--- config.mk ---
export PLATFORM = sky130hd
export DESIGN_NAME = fifo_rd_ctrl_flat
export DESIGN_NICKNAME = d
export VERILOG_FILES = /design/src/rtl/fifo_pkg.sv /design/src/rtl/fifo_rd_ctrl_if.sv /design/src/rtl/fifo_skid2.sv /design/src/rtl/fifo_rd_ctrl.sv /design/src/flat_wrapper.sv
export SDC_FILE = /design/constraint.sdc
export NUM_CORES = 1
export LEC_CHECK = 0
export ABC_CLOCK_PERIOD_IN_PS = 4500
export CAP_MARGIN = 20
export CORE_ASPECT_RATIO = 0.5
export CORE_MARGIN = 3
export CORE_UTILIZATION = 30
export CTS_BUF_LIST = sky130_fd_sc_hd__clkbuf_4 sky130_fd_sc_hd__clkbuf_8
export DETAILED_ROUTE_END_ITERATION = 7
export SETUP_SLACK_MARGIN = 0.3
export SYNTH_ARGS = -nofsm -noshare
export SYNTH_HDL_FRONTEND = slang
export SYNTH_HIERARCHICAL = 1
export SYNTH_SLANG_ARGS = --single-unit
--- constraint.sdc ---
create_clock -name clk -period 4.5 [get_ports clk]
set_input_delay 0.45 -clock clk [delete_from_list [all_inputs] [get_ports clk]]
set_output_delay 0.45 -clock clk [all_outputs]
set_load 0.005 [all_outputs]
--- src/rtl/fifo_pkg.sv ---
// Shared dual-clock FIFO helpers: Gray/binary pointer conversion used by both
// the read-side and write-side controllers.
package fifo_pkg;

  localparam int PTR_MAX_W = 16;

  typedef logic [PTR_MAX_W-1:0] ptr_t;

  function automatic ptr_t bin2gray(input ptr_t bin, input int unsigned width);
    ptr_t masked;
    masked = bin & ((ptr_t'(1) << width) - ptr_t'(1));
    return masked ^ (masked >> 1);
  endfunction

  // Each binary bit is the XOR of all Gray bits at or above it within width.
  function automatic ptr_t gray2bin(input ptr_t gray, input int unsigned width);
    ptr_t bin;
    logic acc;
    bin = '0;
    acc = 1'b0;
    for (int i = PTR_MAX_W - 1; i >= 0; i--) begin
      if (i < int'(width)) begin
        acc    = acc ^ gray[i];
        bin[i] = acc;
      end
    end
    return bin;
  endfunction

endpackage

--- src/rtl/fifo_rd_ctrl_if.sv ---
// Read-side FIFO bundle: synchronized pointers, RAM read port and the
// valid/ready output stream.
interface fifo_rd_ctrl_if #(
  parameter int AW = 4,
  parameter int W  = 32
);

  logic [AW:0]   wr_ptr_gray_sync;
  logic [AW:0]   rd_ptr_gray;
  logic          ram_ren;
  logic [AW-1:0] ram_raddr;
  logic [W-1:0]  ram_rdata;
  logic          out_valid;
  logic          out_ready;
  logic [W-1:0]  out_data;
  logic [AW+1:0] rd_level;

  modport master (
    input  wr_ptr_gray_sync, ram_rdata, out_ready,
    output rd_ptr_gray, ram_ren, ram_raddr, out_valid, out_data, rd_level
  );

  modport slave (
    output wr_ptr_gray_sync, ram_rdata, out_ready,
    input  rd_ptr_gray, ram_ren, ram_raddr, out_valid, out_data, rd_level
  );

endinterface

--- src/rtl/fifo_skid2.sv ---
// Two-entry skid buffer: head holds the oldest word, tail the next one.
// Push and pop may happen together; the caller never overfills it.
module fifo_skid2 #(
  parameter int W = 32
) (
  input  logic         clk,
  input  logic         rst_n,
  input  logic         push,
  input  logic [W-1:0] push_data,
  input  logic         pop,
  output logic [1:0]   occ,
  output logic [W-1:0] head_data
);

  logic [W-1:0] head_q, head_d;
  logic [W-1:0] tail_q, tail_d;
  logic [1:0]   occ_q, occ_d;

  always_comb begin
    head_d = head_q;
    tail_d = tail_q;
    occ_d  = occ_q;
    case ({push, pop})
      2'b10: begin
        if (occ_q == 2'd0) head_d = push_data;
        else               tail_d = push_data;
        occ_d = occ_q + 2'd1;
      end
      2'b01: begin
        head_d = tail_q;
        occ_d  = occ_q - 2'd1;
      end
      // With one entry the new word becomes the head directly.
      2'b11: begin
        if (occ_q == 2'd1) begin
          head_d = push_data;
        end else begin
          head_d = tail_q;
          tail_d = push_data;
        end
      end
      default: ;
    endcase
  end

  always_ff @(posedge clk or negedge rst_n) begin
    if (!rst_n) begin
      head_q <= '0;
      tail_q <= '0;
      occ_q  <= 2'd0;
    end else begin
      head_q <= head_d;
      tail_q <= tail_d;
      occ_q  <= occ_d;
    end
  end

  assign occ       = occ_q;
  assign head_data = head_q;

endmodule

--- src/rtl/fifo_rd_ctrl.sv ---
// Read-domain controller of the dual-clock FIFO: issues RAM reads against the
// synchronized write pointer and streams words out through a 2-entry skid.
module fifo_rd_ctrl
  import fifo_pkg::*;
#(
  parameter int AW = 4,
  parameter int W  = 32
) (
  input logic            clk,
  input logic            rst_n,
  fifo_rd_ctrl_if.master bus
);

  localparam int unsigned PTR_W = AW + 1;

  logic [AW:0]  rd_ptr_bin_q, rd_ptr_bin_d;
  logic [AW:0]  rd_ptr_gray_q, rd_ptr_gray_d;
  logic         pending_q, pending_d;
  logic [AW:0]  wr_bin;
  logic [AW:0]  unread;
  logic         ram_empty;
  logic         out_valid;
  logic         pop;
  logic         issue;
  logic [2:0]   fill_after_pop;
  logic [1:0]   occ;
  logic [W-1:0] head_data;

  // Issue only while the skid can absorb the word that lands next cycle;
  // rst_n gating keeps ram_ren low for the whole reset window.
  always_comb begin
    wr_bin         = (AW+1)'(gray2bin(PTR_MAX_W'(bus.wr_ptr_gray_sync), PTR_W));
    ram_empty      = (wr_bin == rd_ptr_bin_q);
    out_valid      = (occ != 2'd0);
    pop            = out_valid & bus.out_ready;
    fill_after_pop = {1'b0, occ} + {2'b00, pending_q} - {2'b00, pop};
    issue          = rst_n && !ram_empty && (fill_after_pop <= 3'd1);
    rd_ptr_bin_d   = rd_ptr_bin_q + {{AW{1'b0}}, issue};
    pending_d      = issue;
    rd_ptr_gray_d  = (AW+1)'(bin2gray(PTR_MAX_W'(rd_ptr_bin_q), PTR_W));
    unread         = wr_bin - rd_ptr_bin_q;
  end

  always_ff @(posedge clk or negedge rst_n) begin
    if (!rst_n) begin
      rd_ptr_bin_q  <= '0;
      rd_ptr_gray_q <= '0;
      pending_q     <= 1'b0;
    end else begin
      rd_ptr_bin_q  <= rd_ptr_bin_d;
      rd_ptr_gray_q <= rd_ptr_gray_d;
      pending_q     <= pending_d;
    end
  end

  fifo_skid2 #(.W(W)) u_skid (
    .clk       (clk),
    .rst_n     (rst_n),
    .push      (pending_q),
    .push_data (bus.ram_rdata),
    .pop       (pop),
    .occ       (occ),
    .head_data (head_data)
  );

  assign bus.rd_ptr_gray = rd_ptr_gray_q;
  assign bus.ram_ren     = issue;
  assign bus.ram_raddr   = rd_ptr_bin_q[AW-1:0];
  assign bus.out_valid   = out_valid;
  assign bus.out_data    = head_data;
  assign bus.rd_level    = {1'b0, unread} + (AW+2)'(pending_q) + (AW+2)'(occ);

endmodule

--- src/flat_wrapper.sv ---
// flat-port wrapper written by rule: the top's interface ports become plain ports
module fifo_rd_ctrl_flat import fifo_pkg::*;
#(
  parameter int AW = 4,
  parameter int W  = 32
)
  (clk, rst_n, bus_wr_ptr_gray_sync, bus_ram_rdata, bus_out_ready, bus_rd_ptr_gray, bus_ram_ren, bus_ram_raddr, bus_out_valid, bus_out_data, bus_rd_level);
  fifo_rd_ctrl_if #(.AW(AW), .W(W)) bus_i ();
  input logic clk;
  input logic rst_n;
  input wire logic [$bits(bus_i.wr_ptr_gray_sync)-1:0] bus_wr_ptr_gray_sync;
  input wire logic [$bits(bus_i.ram_rdata)-1:0] bus_ram_rdata;
  input wire logic [$bits(bus_i.out_ready)-1:0] bus_out_ready;
  output wire logic [$bits(bus_i.rd_ptr_gray)-1:0] bus_rd_ptr_gray;
  output wire logic [$bits(bus_i.ram_ren)-1:0] bus_ram_ren;
  output wire logic [$bits(bus_i.ram_raddr)-1:0] bus_ram_raddr;
  output wire logic [$bits(bus_i.out_valid)-1:0] bus_out_valid;
  output wire logic [$bits(bus_i.out_data)-1:0] bus_out_data;
  output wire logic [$bits(bus_i.rd_level)-1:0] bus_rd_level;
  assign bus_i.wr_ptr_gray_sync = bus_wr_ptr_gray_sync;
  assign bus_i.ram_rdata = bus_ram_rdata;
  assign bus_i.out_ready = bus_out_ready;
  assign bus_rd_ptr_gray = bus_i.rd_ptr_gray;
  assign bus_ram_ren = bus_i.ram_ren;
  assign bus_ram_raddr = bus_i.ram_raddr;
  assign bus_out_valid = bus_i.out_valid;
  assign bus_out_data = bus_i.out_data;
  assign bus_rd_level = bus_i.rd_level;
  fifo_rd_ctrl #(.AW(AW), .W(W)) u_core (.clk(clk), .rst_n(rst_n), .bus(bus_i));
endmodule
==> results of run 1 <==
[Yosys cell counts, drive strengths merged]
cell type | instances | share of area (%)
clkbuf | 8 | 0.74
a22oi | 1 | 0.31
nor2 | 3 | 0.28
nand3 | 33 | 4.0
nand2b | 5 | 0.77
a31oi | 32 | 6.4
nor2b | 1 | 0.15
o21a | 1 | 0.37
o2111a | 1 | 0.28
nand3b | 1 | 0.18
ha | 17 | 5.2
nand4 | 1 | 0.15
nor4bb | 1 | 0.25
nor3 | 1 | 0.12
o21ai | 33 | 4.0
mux2 | 32 | 12
nand2 | 3 | 0.28
and2b | 1 | 0.18
a21oi | 36 | 4.4
dfrtp | 77 | 47
buf | 22 | 4.6
xor2 | 10 | 2.5
and2 | 2 | 0.37
inv | 18 | 1.7
fa | 4 | 2.0
xnor2 | 8 | 1.9
[layer usage]
metal	part of all wire, %	up-vias
met2	49	70
met3	3.8	8
li1	-	1408
met1	47	1482
met5	0	-
met4	0.72	0
[kinds of logic after synthesis]
logic type      after synthesis  share of synthesized area [%]
compound gates              104                          15.85
flops                        77                          47.21
simple gates                 52                          6.775
buf+inv                      48                          6.989
mux                          32                          11.59
fa+ha+maj                    21                          7.173
xor+xnor                     18                          4.415
[metrics by stage]
step / hold slack [ps] / std cells / setup slack, ps / cell area [um^2] / power, mW
6_report: 27.67 / 608 / 467.6 / 5299 / 3.899
5_1_grt: 39.20 / 608 / 283.6 / 5299 / 4.198
4_1_cts: 28.30 / 603 / 301.0 / 5244 / 3.909
3_5_place_dp: 410.8 / 586 / 110.2 / 5000 / 3.301
3_3_place_gp: 411.9 / 586 / 160.7 / 5000 / 3.277
2_1_floorplan: 154.4 / 352 / 1322 / 4081 / 2.467
[power by group]
group | internal [mW] | switching (mW) | leakage [nW] | total, mW
Sequential | 1.05 | 0.224 | 0.905 | 1.27
Combinational | 1.19 | 0.873 | 1.24 | 2.06
Clock | 0.313 | 0.247 | 0.0979 | 0.560
Total | 2.55 | 1.34 | 2.24 | 3.90
[cell type report]
class | instances | area [um^2]
timing repair buffer | 102 | 993.5
tap | 170 | 212.7
sequential | 77 | 1927
clock buffer | 10 | 131.4
clock inverter | 4 | 75.07
inverter | 18 | 67.56
multi-input combinational | 227 | 1892
fill | 1252 | 7691
[critical path, delay by kind of cell]
| family | cells | cell delay [ps] |
|---|---|---|
| xor gates and xnor gates | 5 | 940 |
| adders and majority gates | 3 | 1010 |
| buffers and inverters | 3 | 1180 |
[sequential cells by signal, summed over array words and instances, names as in the netlist]
signal and flops:
u_core/u_skid/head_data 32, u_core/rd_ptr_bin_q 5, u_core/pending_q 1, u_core/u_skid/occ 2, u_core/u_skid/tail_q 32, u_core/bus.rd_ptr_gray 5
[repair_timing]
| item | 4_1_cts | 5_1_grt |
|---|---|---|
| endpoints found under the hold margin | 0 | 0 |
| setup endpoints to repair | 3 | 2 |
| pin swaps | 6 | 7 |
| resized for setup | 8 | 3 |
| buffers inserted | 3 | 4 |
[layout by cell type, fill, tap and decap left out, drive strengths merged, types with 4 or more instances in the layout]
cell	netlist	layout
fa	4	4
a21oi	36	36
o21ai	33	33
ha	17	17
xor2	10	10
nand3	33	33
buf	22	15
mux2	32	32
inv	18	18
a31oi	32	32
clkbuf	8	10
nand2b	5	5
dfrtp	77	77
clkdlybuf4s50	0	83
xnor2	8	8
[worst paths after layout]
kind / start / end / cells past startpoint
worst max-delay path: bus_wr_ptr_gray_sync[3] / bus_rd_level[2] / 11
max in group asynchronous: rst_n / u_core/u_skid/tail_q[7] / 2
worst min register to register: u_core/u_skid/tail_q[18] / u_core/u_skid/tail_q[18] / 1
min in group clk: u_core/u_skid/tail_q[18] / u_core/u_skid/tail_q[18] / 1
worst min-delay path: rst_n / u_core/u_skid/head_data[16] / 1
worst max register to register: u_core/u_skid/occ[1] / u_core/rd_ptr_bin_q[4] / 14
==> flow_summary.json, run 1 <==
{
  "dieHeight_um": 88.48,
  "end_kind": "output pin",
  "syn-mean-instance-area_um2": 11.59,
  "dieWidth_um": 171.0,
  "grt_pass1_vias": 3098,
  "grt_use_total_pct": 13.50,
  "cap_violations": 0,
  "cts_tree": "yes",
  "drt_iter0_drc": 108,
  "hold_path.class": "input pin to asynchronous set/reset pin",
  "cts_buffers": 9,
  "syn_area_um2": 4081,
  "power_density_nw_per_um2": 735.8,
  "cpPeakStageDelay_ps": 520,
  "setup_viol": 0,
  "crit_required_ps": 4050,
  "max_freq_ghz": 0.2480,
  "synth_nets": 413,
  "tns_ps": 0,
  "firstDrtPassIters": 4,
  "portBuffers": 88,
  "start_kind": "input pin",
  "drcViolationCount": 0,
  "finalMaxSlewViolations": 0,
  "seq_area_frac_synth_pct": 47.21,
  "final_util_pct": 40.79,
  "cpMaxStageDelayCell": "clkdlybuf4s50_1",
  "num_rows": 29,
  "routed_wl_mm": 10.12,
  "drive_above_1_share_pct": 18.95,
  "dr_total_vias": 2968,
  "dp_hpwl_mm": 6.481,
  "rsz0062_at_grt": "true",
  "p_leak_nw": 2.244,
  "cts.sinks": 77,
  "met3_usage_pct": 3.302,
  "ys_ff_latch": 77,
  "ant_nets": 0,
  "relSlewSlack_pct": 55.30,
  "pin_count": 89,
  "clk_pin_slew_worst_paths_ps": 80,
  "reg2reg_setup_slack_ps": 1550,
  "finalCritPeriodShare_pct": 89.61,
  "grt_pass1_wl_mm": 16.04,
  "cts_hold_buf": 0,
  "antenna_found_initial": 0,
  "vias_per_cell": 4.882,
  "outcome": "completed",
  "ys_warn_count": 6,
  "core_region_area_um2": 12990,
  "grt_start_max_net_pins": 49,
  "clock_skew_ps": 12.03,
  "hold_violations": 0,
  "post_drt_wl_per_cell_um": 16.64,
  "met1_usage_pct": 17.82,
  "synth_cell_types": 35,
  "busiest_layer": "met2",
  "ir_worst_vdd_mv": 0.6936,
  "crit_chain": "clkdlybuf4s50_1 -> xor2_2 -> xor2_2 -> xnor2_2 -> xor2_1 -> ha_2 -> fa_1 -> buf_4 -> fa_2 -> xnor2_1 -> clkdlybuf4s50_1",
  "worst_ep_arrival_time_ps": 3580,
  "start_util_pct": 31.42,
  "area_growth_pct": 29.83,
  "clk_latency_ps": 350,
  "fin_crit_ps": 4032,
  "critPathKind": "input pin to output pin",
  "htreeDepth": 3,
  "worst_slew_pin_slew_ps": 670.5,
  "met2_usage_pct": 22.83,
  "crit_fanout": 2,
  "gp_congestion": 0.7102,
  "synth_cells": 352,
  "dieArea_um2": 15120,
  "grt_overflow": 0,
  "fin_nets": 496,
  "cts_root_buffer": "clkbuf_8",
  "antenna_cells": 0,
  "max-clock-path-buffers": 2
}
Power figures use the tool's default switching activity.
==> inputs of run 2 (changes only) <==
--- a/config.mk
+++ b/config.mk
@@ -9,7 +9,7 @@
 export CAP_MARGIN = 20
 export CORE_ASPECT_RATIO = 0.5
 export CORE_MARGIN = 3
-export CORE_UTILIZATION = 30
+export CORE_UTILIZATION = 39
 export CTS_BUF_LIST = sky130_fd_sc_hd__clkbuf_4 sky130_fd_sc_hd__clkbuf_8
 export DETAILED_ROUTE_END_ITERATION = 7
 export SETUP_SLACK_MARGIN = 0.3
==> run 2 against run 1 <==
Against the previous run: largest cell class unchanged; flip-flop and latch count did not move; highest routed layer unchanged; power down 0.13%; first-iteration DRC count is the same; clock skew down 3.5 ps; combinational power is essentially flat.
==> flow_summary.json, run 2 (same netlist as run 1, synthesis figures left out) <==
{
  "outcome": "completed",
  "dieWidth_um": 150.7,
  "htreeDepth": 3,
  "reg2reg_depth": 14,
  "end_kind": "output pin",
  "cap_violations": 0,
  "rsz0062_at_grt": "true",
  "dieArea_um2": 11800,
  "dpl.cell_count": 551,
  "crit_required_ps": 4050,
  "final_common_cell": "clkdlybuf4s50_1",
  "grt_pass1_vias": 3157,
  "dr_total_vias": 3023,
  "worst_ep_arrival_time_ps": 3720,
  "relSlewSlack_pct": 27.65,
  "start_kind": "input pin",
  "fillers": 854,
  "portBuffers": 88,
  "pin_count": 89,
  "crit_fanout": 2,
  "fin_nets": 495,
  "max_freq_ghz": 0.2399,
  "num_rows": 25,
  "routed_wl_mm": 9.972,
  "hold_path.class": "input pin to asynchronous set/reset pin",
  "finalCritPeriodShare_pct": 92.64,
  "finalMaxSlewViolations": 0,
  "vias_per_cell": 5.267,
  "gp_congestion": 0.8222,
  "antenna_cells": 0,
  "firstDrtPassIters": 4,
  "ir_worst_vdd_mv": 0.6316,
  "drcViolationCount": 0,
  "dp_hpwl_mm": 6.423,
  "grt_overflow": 0,
  "start_util_pct": 41.55,
  "cts_tree": "yes",
  "layout_common_cells": "clkdlybuf4s50_1, dfrtp_1, a21oi_1",
  "place_ws_ps": -30.12,
  "power_density_nw_per_um2": 739.9,
  "ant_nets": 0,
  "clk_latency_ps": 350,
  "cts_root_buffer": "clkbuf_8",
  "cts_buffers": 9,
  "area_growth_pct": 28.94,
  "clk_pin_slew_worst_paths_ps": 70,
  "grt_start_max_net_pins": 78,
  "drt_iter0_drc": 108,
  "clock_skew_ps": 8.548,
  "final_cell_count_no_fill": 574,
  "dieHeight_um": 78.34,
  "timing.final.ws_setup_ps": 331.4,
  "hold_violations": 0,
  "grt_use_total_pct": 17.96,
  "grt_pass1_wl_mm": 16.64,
  "core_region_area_um2": 9822,
  "totalPowerFinal_mw": 3.894,
  "post_drt_wl_per_cell_um": 17.37,
  "holdWs_ps": 114.6,
  "worst_slew_pin_slew_ps": 1085,
  "setup_viol": 0,
  "cts.sinks": 77,
  "fin_crit_ps": 4169,
  "drive_above_1_share_pct": 19.36,
  "critPathKind": "input pin to output pin",
  "antenna_found_initial": 0,
  "p_leak_nw": 2.238,
  "max-clock-path-buffers": 2
}
[run 2: path summary, 6_finish.rpt]
kind	startpoint	endpoint	slack (ps)
max	bus_wr_ptr_gray_sync[3]	bus_rd_level[5]	330
min	rst_n	u_core/u_skid/tail_q[21]	110
max reg2reg	u_core/u_skid/occ[1]	u_core/rd_ptr_bin_q[4]	1580
min reg2reg	u_core/u_skid/tail_q[7]	u_core/u_skid/tail_q[7]	510
max in group asynchronous	rst_n	u_core/u_skid/tail_q[13]	3820
min in group clk	rst_n	u_core/pending_q	420
[run 2: layer usage]
layer | GRT usage [%] | part of all wire [%] | vias to the layer above | wire length [um]
met3 | 4.614 | 4.7 | 9 | 464
met5 | 0 | 0 | - | 0
met4 | 4.611 | 0.85 | 0 | 85
li1 | - | - | 1411 | -
met2 | 28.90 | 47 | 79 | 4698
met1 | 24.33 | 47 | 1524 | 4722
[run 2: per-stage QoR]
step | util [%] | instance area [um^2] | setup TNS [ps]
floorplan | - | 4081 | 0
global placement | 50.46 | 4956 | 0
detailed placement | 50.46 | 4956 | -30.12
CTS | 53.07 | 5213 | 0
global route | 53.58 | 5263 | 0
finish | 53.58 | 5263 | 0
[run 2: final cells by class]
class	instances	area (um^2)	area share, %
clock buffer	12	152.6	2.901
clock inverter	4	47.55	0.9035
inverter	18	67.56	1.284
multi-input combinational	227	1903	36.16
sequential	77	1927	36.61
tap	135	168.9	3.210
timing repair buffer	101	996.0	18.93
[run 2: what timing repair did]
| action | in CTS | in global routing |
|---|---|---|
| hold buffers | 0 | 0 |
| endpoints found under the hold margin | 0 | 0 |
| gates resized for setup | 10 | 2 |
| pin swaps | 5 | 2 |
| setup buffers | 4 | 2 |
| setup endpoints to repair | 3 | 3 |
[run 2: worst max-delay path: stages]
cell             delay [ps]
clkdlybuf4s50_1         500
xor2_2                  230
xor2_2                  240
xnor2_2                 120
xor2_1                  160
ha_2                    200
fa_2                    560
inv_1                    50
ha_1                    260
nor2b_1                 160
o21ai_2                  90
nor3_2                  190
clkdlybuf4s50_1         520
[run 2: where the power goes]
part           switching (mW)  internal (mW)
sequential              0.229           1.05
combinational           0.884           1.20
clock                   0.246          0.282
total                    1.36           2.53
==> inputs of run 3 (changes only) <==
--- a/config.mk
+++ b/config.mk
@@ -12,6 +12,7 @@
 export CORE_UTILIZATION = 39
 export CTS_BUF_LIST = sky130_fd_sc_hd__clkbuf_4 sky130_fd_sc_hd__clkbuf_8
 export DETAILED_ROUTE_END_ITERATION = 7
+export PLACE_DENSITY = 0.61
 export SETUP_SLACK_MARGIN = 0.3
 export SYNTH_ARGS = -nofsm -noshare
 export SYNTH_HDL_FRONTEND = slang
==> run 3 against run 2 <==
Against the previous run: critical path depth is 2 lower; non-clock buffer count shrank 2; worst hold slack worse by 13 ps; utilization hardly changed; fmax is 2.1% higher; combinational power about the same; die area is the same; global-route usage down 0.50 points; first-iteration DRC count grew 45%; sequential share of layout area about the same; flip-flop and latch count stayed put; wire length fell by 0.19%; largest power group unchanged; highest routed layer unchanged.
==> flow_summary.json, run 3 (same netlist as run 1, synthesis figures left out) <==
{
  "outcome": "completed",
  "dr_wl_met3_um": 430,
  "finalCritPeriodShare_pct": 90.74,
  "grt_use_total_pct": 17.46,
  "htreeDepth": 3,
  "drive_above_1_share_pct": 18.58,
  "crit_fanout": 2,
  "tns_ps": 0,
  "cts_hold_buf": 0,
  "antenna_cells": 0,
  "post_drt_wl_per_cell_um": 17.43,
  "drt_iter0_drc": 157,
  "start_util_pct": 41.55,
  "critPathKind": "input pin to output pin",
  "cts_root_buffer": "clkbuf_8",
  "clock_skew_ps": 9.248,
  "dr_total_vias": 2977,
  "finalMaxSlewViolations": 0,
  "portBuffers": 88,
  "dp_hpwl_mm": 6.368,
  "worst_slew_pin_slew_ps": 1079,
  "setup_viol": 0,
  "hold_path.class": "input pin to asynchronous set/reset pin",
  "rr_startpoint": "u_core/u_skid/occ[1]",
  "end_kind": "output pin",
  "drcViolationCount": 0,
  "grt_overflow": 0,
  "final_common_cell": "clkdlybuf4s50_1",
  "layout_common_cells": "clkdlybuf4s50_1, dfrtp_1, a21oi_1",
  "clk_pin_slew_worst_paths_ps": 70,
  "routed.top_layer": "met4",
  "worst_ep_arrival_time_ps": 3630,
  "p_leak_nw": 2.245,
  "hold_violations": 0,
  "dieArea_um2": 11800,
  "grt_pass1_wl_mm": 16.17,
  "core_region_area_um2": 9822,
  "ant_nets": 0,
  "grt_pass1_vias": 3115,
  "cap_violations": 0,
  "relSlewSlack_pct": 28.04,
  "area_growth_pct": 28.85,
  "crit_required_ps": 4050,
  "routed_wl_mm": 9.953,
  "start_kind": "input pin",
  "pin_count": 89,
  "max_freq_ghz": 0.2449,
  "ir_worst_vdd_mv": 0.5968,
  "clk_latency_ps": 350,
  "cts_tree": "yes",
  "rsz0062_at_grt": "false",
  "dieWidth_um": 150.7,
  "startpoint": "bus_wr_ptr_gray_sync[3]",
  "fin_crit_ps": 4083,
  "vias_per_cell": 5.214,
  "cts_buffers": 9,
  "dr_wl_met2_mm": 4.838,
  "reg2reg_depth": 14,
  "grt_start_max_net_pins": 78,
  "gp_congestion": 0.8233,
  "firstDrtPassIters": 4,
  "final_util_pct": 53.54,
  "fin_nets": 493,
  "antenna_found_initial": 0,
  "power_density_nw_per_um2": 745.5,
  "met1_length_mm": 4.575,
  "dieHeight_um": 78.34,
  "cts.sinks": 77,
  "max-clock-path-buffers": 2,
  "num_rows": 25
}
## run 3: cell count changes in the layout (fill, tap and decap cells not counted), sizes merged
cell	change
clkbuf	-1
clkinv	-1
dlygate4sd2	+1
buf	-2
clkdlybuf4s50	-1
bufinv	+1
## run 3: path summary, 6_finish.rpt
kind / slack [ps] / to
setup / recovery: 420 / bus_rd_level[2]
hold / removal: 100 / u_core/u_skid/occ[0]
setup reg to reg: 1530 / u_core/rd_ptr_bin_q[4]
hold reg to reg: 500 / u_core/bus.rd_ptr_gray[4]
max in group asynchronous: 3840 / u_core/u_skid/head_data[31]
min in group clk: 420 / u_core/pending_q
## run 3: layer usage
metal / vias to the layer above / GRT usage [%]
li1: 1404 / -
met1: 1502 / 23.05
met2: 59 / 28.54
met3: 12 / 4.671
met4: 0 / 4.792
met5: - / 0
## run 3: power breakdown
group          total [mW]  internal (mW)  switching (mW)
Combinational        2.07           1.19           0.879
Clock               0.575          0.330           0.246
Sequential           1.28           1.05           0.228
## run 3: layout make-up
cell class	count	area (um^2)
Multi-Input combinational cell	227	1898
Clock inverter	4	72.57
Clock buffer	11	145.1
Fill cell	857	4563
Inverter	18	67.56
Sequential cell	77	1927
Timing Repair Buffer	99	979.7
Tap cell	135	168.9
## run 3: timing repair
| action | in CTS | in global routing |
|---|---|---|
| setup endpoints to repair | 3 | 1 |
| pin swaps | 7 | 2 |
| cloned | 0 | 0 |
| buffers inserted | 4 | 0 |
| resized for setup | 11 | 1 |
## run 3: metrics by stage
step | hold slack [ps] | std cells | setup slack [ps] | power [mW] | cell area, um^2
floorplan | 154.4 | 352 | 1322 | 2.467 | 4081
global placement | 483.6 | 551 | 180.9 | 3.229 | 4956
detailed placement | 486.6 | 551 | 18.00 | 3.304 | 4956
CTS | 400.2 | 570 | 326.7 | 3.956 | 5229
global route | 110.9 | 571 | 312.8 | 4.208 | 5259
finish | 101.2 | 571 | 416.7 | 3.921 | 5259
## run 3: worst max-delay path: stages
cell and delay, ps:
clkdlybuf4s50_1 500, xor2_2 220, xor2_2 220, xnor2_2 150, xor2_1 190, ha_2 310
fa_2 370, fa_2 400, buf_4 150, xnor2_1 150, clkdlybuf4s50_1 520
